**src/rtl/ts_slot_mux_if.sv**
```systemverilog
// Byte-slot bus shared by the TS slot multiplexer, the PSI table inserter,
// the upstream packet FIFO and the T2-MI encapsulation stage.
interface ts_slot_mux_if;
  logic       out_en;
  logic       table_ready;
  logic [7:0] table_data;
  logic [7:0] payload_cnt;
  logic       table_sent;
  logic       pkt_avail;
  logic       fifo_rdreq;
  logic [7:0] fifo_q;
  logic [7:0] data_out;
  logic       dvalid;
  logic       psync;
  logic       sync_err;

  modport slave (
    input  out_en, table_ready, table_data, pkt_avail, fifo_q,
    output payload_cnt, table_sent, fifo_rdreq, data_out, dvalid, psync, sync_err
  );

  modport master (
    output out_en, table_ready, table_data, pkt_avail, fifo_q,
    input  payload_cnt, table_sent, fifo_rdreq, data_out, dvalid, psync, sync_err
  );
endinterface

```
**src/rtl/ts_slot_mux.sv**
```systemverilog
// TS slot multiplexer: at each packet boundary picks a table, stream or null
// source and emits one byte per slot strobe with a fixed two-cycle latency.
//
// state      | meaning
// SRC_NULL   | generated null packet in progress
// SRC_TABLE  | PSI/SI table packet in progress
// SRC_STREAM | service packet from the upstream FIFO in progress
module ts_slot_mux #(
  parameter int          PKT_LEN  = 188,
  parameter logic [12:0] NULL_PID = 13'h1FFF
) (
  input logic          clk_i,
  input logic          rst_n_i,
  ts_slot_mux_if.slave sm
);
  localparam logic [7:0] LAST_IDX  = 8'(PKT_LEN - 1);
  localparam logic [7:0] SYNC_BYTE = 8'h47;

  typedef enum logic [1:0] {
    SRC_NULL   = 2'd0,
    SRC_TABLE  = 2'd1,
    SRC_STREAM = 2'd2
  } src_e;

  src_e       src_q, src_d, cur_src;
  logic [7:0] cnt_q, cnt_d;
  logic [1:0] guard_q, guard_d;
  logic       last_table;

  logic       slot_vld_q;
  logic [7:0] slot_idx_q;
  src_e       slot_src_q;

  logic [7:0] null_byte, src_byte;
  logic [7:0] data_q, data_d;
  logic       dvalid_q, psync_q, sync_err_q, sync_err_d, sent_q;

  always_ff @(posedge clk_i or negedge rst_n_i) begin
    if (!rst_n_i) begin
      src_q <= SRC_NULL;
      cnt_q <= '0;
    end else begin
      src_q <= src_d;
      cnt_q <= cnt_d;
    end
  end

  // At byte 0 the choice is live so the first byte of a packet already comes
  // from the newly selected source; afterwards the held choice applies.
  always_comb begin
    cur_src = src_q;
    if (cnt_q == '0) begin
      if (sm.table_ready && (guard_q == 2'd0)) cur_src = SRC_TABLE;
      else if (sm.pkt_avail)                   cur_src = SRC_STREAM;
      else                                     cur_src = SRC_NULL;
    end
    src_d = src_q;
    cnt_d = cnt_q;
    if (sm.out_en) begin
      src_d = cur_src;
      cnt_d = (cnt_q == LAST_IDX) ? 8'd0 : cnt_q + 8'd1;
    end
  end

  assign last_table = sm.out_en && (cnt_q == LAST_IDX) && (cur_src == SRC_TABLE);

  // Guard spans the TABLE_SENT cycle and the one after, while the inserter's
  // registered ready is still being cleared.
  always_comb begin
    guard_d = guard_q;
    if (last_table)            guard_d = 2'd2;
    else if (guard_q != 2'd0)  guard_d = guard_q - 2'd1;
  end

  always_comb begin
    null_byte = 8'hFF;
    case (slot_idx_q)
      8'd0:    null_byte = SYNC_BYTE;
      8'd1:    null_byte = {3'b000, NULL_PID[12:8]};
      8'd2:    null_byte = NULL_PID[7:0];
      8'd3:    null_byte = 8'h10;
      default: null_byte = 8'hFF;
    endcase
  end

  always_comb begin
    src_byte = null_byte;
    case (slot_src_q)
      SRC_TABLE:  src_byte = sm.table_data;
      SRC_STREAM: src_byte = sm.fifo_q;
      default:    src_byte = null_byte;
    endcase
    data_d     = slot_vld_q ? src_byte : data_q;
    sync_err_d = slot_vld_q && (slot_src_q == SRC_STREAM) && (slot_idx_q == 8'd0) &&
                 (sm.fifo_q != SYNC_BYTE);
  end

  always_ff @(posedge clk_i or negedge rst_n_i) begin
    if (!rst_n_i) begin
      guard_q    <= '0;
      sent_q     <= 1'b0;
      slot_vld_q <= 1'b0;
      slot_idx_q <= '0;
      slot_src_q <= SRC_NULL;
      data_q     <= '0;
      dvalid_q   <= 1'b0;
      psync_q    <= 1'b0;
      sync_err_q <= 1'b0;
    end else begin
      guard_q    <= guard_d;
      sent_q     <= last_table;
      slot_vld_q <= sm.out_en;
      slot_idx_q <= cnt_q;
      slot_src_q <= cur_src;
      data_q     <= data_d;
      dvalid_q   <= slot_vld_q;
      psync_q    <= slot_vld_q && (slot_idx_q == 8'd0);
      sync_err_q <= sync_err_d;
    end
  end

  assign sm.payload_cnt = cnt_q;
  assign sm.fifo_rdreq  = sm.out_en && (cur_src == SRC_STREAM);
  assign sm.table_sent  = sent_q;
  assign sm.data_out    = data_q;
  assign sm.dvalid      = dvalid_q;
  assign sm.psync       = psync_q;
  assign sm.sync_err    = sync_err_q;
endmodule
```
**src/flat_wrapper.sv**
```systemverilog
// flat-port wrapper written by rule: the top's interface ports become plain ports
module ts_slot_mux_flat 
#(
  parameter int          PKT_LEN  = 188,
  parameter logic [12:0] NULL_PID = 13'h1FFF
)
  (clk_i, rst_n_i, sm_out_en, sm_table_ready, sm_table_data, sm_pkt_avail, sm_fifo_q, sm_payload_cnt, sm_table_sent, sm_fifo_rdreq, sm_data_out, sm_dvalid, sm_psync, sm_sync_err);
  ts_slot_mux_if sm_i ();
  input logic clk_i;
  input logic rst_n_i;
  input wire logic [$bits(sm_i.out_en)-1:0] sm_out_en;
  input wire logic [$bits(sm_i.table_ready)-1:0] sm_table_ready;
  input wire logic [$bits(sm_i.table_data)-1:0] sm_table_data;
  input wire logic [$bits(sm_i.pkt_avail)-1:0] sm_pkt_avail;
  input wire logic [$bits(sm_i.fifo_q)-1:0] sm_fifo_q;
  output wire logic [$bits(sm_i.payload_cnt)-1:0] sm_payload_cnt;
  output wire logic [$bits(sm_i.table_sent)-1:0] sm_table_sent;
  output wire logic [$bits(sm_i.fifo_rdreq)-1:0] sm_fifo_rdreq;
  output wire logic [$bits(sm_i.data_out)-1:0] sm_data_out;
  output wire logic [$bits(sm_i.dvalid)-1:0] sm_dvalid;
  output wire logic [$bits(sm_i.psync)-1:0] sm_psync;
  output wire logic [$bits(sm_i.sync_err)-1:0] sm_sync_err;
  assign sm_i.out_en = sm_out_en;
  assign sm_i.table_ready = sm_table_ready;
  assign sm_i.table_data = sm_table_data;
  assign sm_i.pkt_avail = sm_pkt_avail;
  assign sm_i.fifo_q = sm_fifo_q;
  assign sm_payload_cnt = sm_i.payload_cnt;
  assign sm_table_sent = sm_i.table_sent;
  assign sm_fifo_rdreq = sm_i.fifo_rdreq;
  assign sm_data_out = sm_i.data_out;
  assign sm_dvalid = sm_i.dvalid;
  assign sm_psync = sm_i.psync;
  assign sm_sync_err = sm_i.sync_err;
  ts_slot_mux #(.PKT_LEN(PKT_LEN), .NULL_PID(NULL_PID)) u_core (.clk_i(clk_i), .rst_n_i(rst_n_i), .sm(sm_i));
endmodule
```
**config.mk**
```make
export PLATFORM = sky130hd
export DESIGN_NAME = ts_slot_mux_flat
export DESIGN_NICKNAME = d
export VERILOG_FILES = /design/src/rtl/ts_slot_mux_if.sv /design/src/rtl/ts_slot_mux.sv /design/src/flat_wrapper.sv
export SDC_FILE = /design/constraint.sdc
export NUM_CORES = 1
export LEC_CHECK = 0
export BUFFER_PORTS_ARGS = -buffer_cell sky130_fd_sc_hd__buf_2
export CELL_PAD_IN_SITES_DETAIL_PLACEMENT = 1
export CELL_PAD_IN_SITES_GLOBAL_PLACEMENT = 2
export CORE_UTILIZATION = 32
export CTS_CLUSTER_DIAMETER = 50
export DETAILED_ROUTE_END_ITERATION = 6
export PLACE_DENSITY_LB_ADDON = 0.1
export SYNTH_ARGS = -nofsm -noshare
export SYNTH_HDL_FRONTEND = slang
export SYNTH_SLANG_ARGS = --single-unit
```
**constraint.sdc**
```tcl
create_clock -name clk_i -period 2.2 [get_ports clk_i]
set_input_delay 0.44 -clock clk_i [delete_from_list [all_inputs] [get_ports clk_i]]
set_output_delay 0.44 -clock clk_i [all_outputs]
set_load 0.03 [all_outputs]
```
Yosys cells after proc, flatten, opt, wreduce, memory -nomap -nowiden
Cells that the tools add are included.
- word-level logic and storage cells: 42
- flip-flop bits (word level): 35
- output and inout bits: 21
- reductions and logical operators: 13
- mux-type cells: 8
- eq/ne operators: 8
- add/sub/neg operators: 2
- operator list (kind ; number):
    case mux 8 bit (3 select lines) ; 1
    zero test 8 bit ; 2
    case mux 8 bit (2 select lines) ; 1
    two-way mux 2 bit ; 5
    adder 8 x 1 -> 8 bit (second input constant) ; 1
    == test 8 x 1 -> 1 bit (second input constant) ; 1
    == test 8 x 2 -> 1 bit (second input constant) ; 1
    == test 8 bit (second input constant) ; 1
    logical AND 1 bit ; 8
    two-way mux 8 bit ; 1
    != test 8 x 7 -> 1 bit (second input constant) ; 1
    == test 2 x 1 -> 1 bit (second input constant) ; 2
    == test 2 bit (second input constant) ; 2
    nonzero test 2 bit ; 2
    zero test 2 bit ; 1
    subtractor 2 x 1 -> 2 bit (second input constant) ; 1

Depth between registers and ports, before layout
- depth in word-level cells: 7
- depth in mapped cells: 6
- depth with buffers taken out: 6

Worst setup path after synthesis
No wires, ideal clock.
- kind: reg2out
- from: reg u_core.cnt_q[0], in the netlist u_core.sm.payload_cnt[0]
- to: out sm_fifo_rdreq
- slack: -0.025 ns
- path buffers: 0
- cell stages (with the launch flop): 7
- data arrival time: 1.785 ns
- cells stage by stage: dfrtp_1 inv_1 ha_1 nor4b_1 and2_1 and2_1 o21a_1
- longest elaborated chain between the ends: 4
- ends and longest elaborated chain (item ; line ; RTL):
    from (decl) ; ts_slot_mux.sv:26 ; logic [7:0] cnt_q, cnt_d;
    from (signal assigned) ; ts_slot_mux.sv:44 ; cnt_q <= cnt_d;
    zero test 8 bit ; ts_slot_mux.sv:52 ; if (cnt_q == '0) begin
    two-way mux 2 bit ; ts_slot_mux.sv:52 ;
    == test 2 bit ; ts_slot_mux.sv:123 ; assign sm.fifo_rdreq = sm.out_en && (cur_src == SRC_STREAM);
    logical AND 1 bit ; ts_slot_mux.sv:123 ;
    to (decl) ; flat_wrapper.sv:18 ; output wire logic [$bits(sm_i.fifo_rdreq)-1:0] sm_fifo_rdreq;
Every way passes these cells.

Worst setup path after layout
Same ends and word-level chain as after synthesis.

==> flow_metrics.env <==
export IMPL_status="finished, final reports clean"
export IMPL_switching_share=0.417
export IMPL_synthSimpleGateAreaFrac=0.154
export IMPL_skew_ps=9.31
export IMPL_synth_net_count=167
export IMPL_instances_no_fill=263
export IMPL_cts_sinks=35
export IMPL_slew_viol_final=0
export IMPL_pre_cts_ws_ps=74.0
export IMPL_tns_ps=0
export IMPL_slew_limit_headroom=0.482
export IMPL_grt_overflow=0
export IMPL_hold_viol=0
export IMPL_synth_xor_area_share=0.0278
export IMPL_grt_pass1_vias=1333
export IMPL_seq_area_frac_synth=0.556
export IMPL_dr_pass1_iters=4
export IMPL_insertion_delay_ps=290
export IMPL_antenna_found_initial=0
export IMPL_initial_core_util=0.333
export IMPL_grt_first_pass_wirelength_mm=6.45
export IMPL_internal_power_mw=1.59
export IMPL_max_freq_mhz=472
export IMPL_drtAntennaViolNets=0
export IMPL_worstSetupPathType="reg2out"
export IMPL_htree_levels=2
export IMPL_fillers=536
export IMPL_final_nets=221
export IMPL_cts_tree="done"
export IMPL_synth_fa_ha_area_frac=0.0397
export IMPL_synth_top_area_share=0.556
export IMPL_final_setup_viol_count=0
export IMPL_reg2reg_from="u_core.slot_idx_q[5]"
export IMPL_die_x_um=72.1
export IMPL_insertedDiodeCount=0
export IMPL_crit_required_ps=1760
export IMPL_rows=25
export IMPL_timing_rr_end="u_core.sm.data_out[1]"
export IMPL_maxCapViolations=0
export IMPL_post_route_drc_count=0
export IMPL_finalCriticalPeriod_ps=2120
export IMPL_hp_class="in2async"
export IMPL_grt_usage=0.167
export IMPL_dieArea_sq_um=5200
export IMPL_worstRegToRegCells=4
export IMPL_synth_top_family_by_area="simple AND/OR/NAND/NOR gates"
export IMPL_numPlacedInstances=252
export IMPL_cp_arrival_ps=1680
export IMPL_critPathLaunch="u_core.sm.payload_cnt[0]"
export IMPL_coreArea_sq_um=4720
export IMPL_multi_input_area_sq_um=682
export IMPL_synthesis_area_sq_um=1570
export IMPL_vias_per_cell=4.84
export IMPL_ir_drop_uv=486
export IMPL_synth_area_per_cell_sq_um=11.2
export IMPL_critPathMaxFanout=3
export IMPL_worstMarginPinSlew_ps=776
export IMPL_io_pins=42
export IMPL_layout_setup_ws_ps=80.7
export IMPL_cts_root_buffer_cell="clkbuf_8"
export IMPL_critPathCapture="sm_fifo_rdreq"
export IMPL_synth_compound_area_frac=0.138
export IMPL_worstSetupEndpointType="output pin"
export IMPL_place_gp_congestion=0.773
export IMPL_clk_pin_slew_worst_paths_ps=70
export IMPL_dpl_hpwl_mm=2.93
export IMPL_clock_power_share=0.170
export IMPL_cts_path_max_buffers=2
export IMPL_io_buffers=41
export IMPL_comb_power_share=0.470
export IMPL_wl_per_cell_um=15.0
export IMPL_synth_seq_cells=35
export IMPL_synthTopCellsByArea="dfrtp_1, ha_1, a221oi_1"
export IMPL_ys_warnings_count=0
export IMPL_startpoint_type="register"
export IMPL_cts_hold_buf=0
export IMPL_switchingPower_mw=1.14
export IMPL_ys_types=35
export IMPL_die_y_um=72.1
export IMPL_pwr_share_seq=0.361
export IMPL_routed_wl_mm=3.96
export IMPL_finalCritPeriodShare=0.963
export IMPL_syn_inst=141
export IMPL_yosys_area_top_type="dfrtp_1"
export IMPL_cts_buffers=5
export IMPL_seqCellArea_sq_um=876
export IMPL_drive_above_1_share=0.383
export IMPL_p_per_area_nw_per_um2=1310
export IMPL_hold_slack_ps=224
export IMPL_rrSetupSlack_ps=280
export IMPL_leakage_nw=1.01
export IMPL_syn_to_final_growth_pct=31.7
export IMPL_drtIter0Drc=24
export IMPL_grt_max_degree=36
export IMPL_vias=1272
export IMPL_synth_mux_area_frac=0.0413
==> cell type report <==
cell class / instances / share of cell area
clock buffer: 6 / 0.0350
tap: 67 / 0.0404
sequential: 35 / 0.422
multi-input combinational: 88 / 0.329
clock inverter: 2 / 0.00603
inverter: 12 / 0.0217
timing repair buffer: 53 / 0.145
==> stage by stage <==
| stage | cell area [sq um] | total power, mW | util |
|---|---|---|---|
| after global routing | 2070 | 2.92 | 0.439 |
| after detailed placement | 1910 | 2.23 | 0.404 |
| after global placement | 1910 | 2.20 | 0.404 |
| final | 2070 | 2.72 | 0.439 |
| after CTS | 2040 | 2.73 | 0.432 |
| after floorplan | 1580 | 1.79 | - |
==> layer usage <==
| metal | up-vias | wire (um) | share of wire | track usage |
|---|---|---|---|---|
| li1 | 613 | - | - | - |
| met1 | 619 | 1650 | 0.42 | 0.188 |
| met2 | 33 | 2070 | 0.52 | 0.299 |
| met3 | 7 | 180 | 0.046 | 0.0417 |
| met4 | 0 | 55 | 0.014 | 0.0719 |
| met5 | - | 0 | 0 | 0 |
==> power by group through the flow <==
| stage | logic [mW] | registers (mW) | clock network (mW) |
|---|---|---|---|
| after CTS | 1.27 | 0.980 | 0.478 |
| after global placement | 1.23 | 0.968 | 0 |
| after global routing | 1.40 | 1.01 | 0.506 |
| after floorplan | 0.546 | 1.25 | 0 |
| final | 1.28 | 0.982 | 0.462 |
| after detailed placement | 1.25 | 0.982 | 0 |
==> timing repair <==
item | 4_1_cts | 5_1_grt
pin swaps | 0 | 1
endpoints found under the setup margin | 1 | 1
buffers inserted | 1 | 2
gates resized for setup | 8 | 5
==> worst min-delay path by stage <==
stage	end	slack, ps	cells after the start	start
2_1_floorplan	u_core.guard_q[0]	140	0	rst_n_i
3_3_place_gp	u_core.guard_q[1]	470	1	u_core.guard_q[1]
3_5_place_dp	u_core.slot_idx_q[6]	480	0	u_core.sm.payload_cnt[6]
4_1_cts	u_core.sm.data_out[0]	260	1	rst_n_i
5_1_grt	u_core.sm.data_out[1]	300	1	rst_n_i
6_report	u_core.sm.data_out[0]	220	1	rst_n_i
==> layout by cell type, fill, tap and decap left out, types with 2 or more instances in the layout <==
cell,instances
buf_4,12
inv_1,10
xor2_1,3
a211o_1,2
and2_4,2
a22oi_1,2
a31oi_1,5
mux2_2,4
nand3_1,4
nand4_1,3
clkbuf_8,5
a221oi_1,6
and4_1,2
nor2_1,10
nor3_1,3
nand2_1,7
nor4bb_1,2
inv_2,2
ha_4,2
o22ai_1,4
dfrtp_1,35
xnor2_1,2
o22a_1,2
o21ai_0,2
buf_2,40
ha_1,3
mux2i_1,2
and3_1,2
==> kinds of logic (layout without fill, tap and decap cells) <==
| kind of cell | count (synthesis) | in the layout |
|---|---|---|
| AOI/OAI and AO/OA | 29 | 29 |
| muxes | 6 | 6 |
| adders and majority gates | 5 | 5 |
| xor gates and xnor gates | 5 | 5 |
| DFF | 35 | 35 |
| and+or+nand+nor | 43 | 43 |
| buffers and inverters | 18 | 73 |
==> cell usage after synthesis, drive strengths merged <==
cell	instances
dfrtp	35
inv	12
nor2	10
nand2	7
a221oi	6
clkbuf	6
a31oi	5
ha	5
mux2	4
nand3	4
nor3	4
o22ai	4
and2	3
nand4	3
o21ai	3
xor2	3
a211o	2
a22oi	2
and3	2
and4	2
mux2i	2
nor4b	2
nor4bb	2
o22a	2
xnor2	2
a21boi	1
a21o	1
nand2b	1
nor2b	1
o21a	1
o21bai	1
o41ai	1
or4	1
or4b	1
==> worst max-delay path: stages (launching register included) <==
cell	delay, ps
dfrtp_1	390
inv_2	90
ha_4	130
nor4b_4	200
and2_4	190
nor3_1	50
o21a_2	210
buf_6	130
==> registers in the layout, indices dropped and copies added, names as in the netlist <==
register               flops
u_core.slot_idx_q          8
u_core.sm.data_out         8
u_core.sm.payload_cnt      8
u_core.guard_q             2
u_core.slot_src_q          2
u_core.src_q               2
u_core.slot_vld_q          1
u_core.sm.dvalid           1
u_core.sm.psync            1
u_core.sm.sync_err         1
u_core.sm.table_sent       1
(Power assumes the default switching activity.)
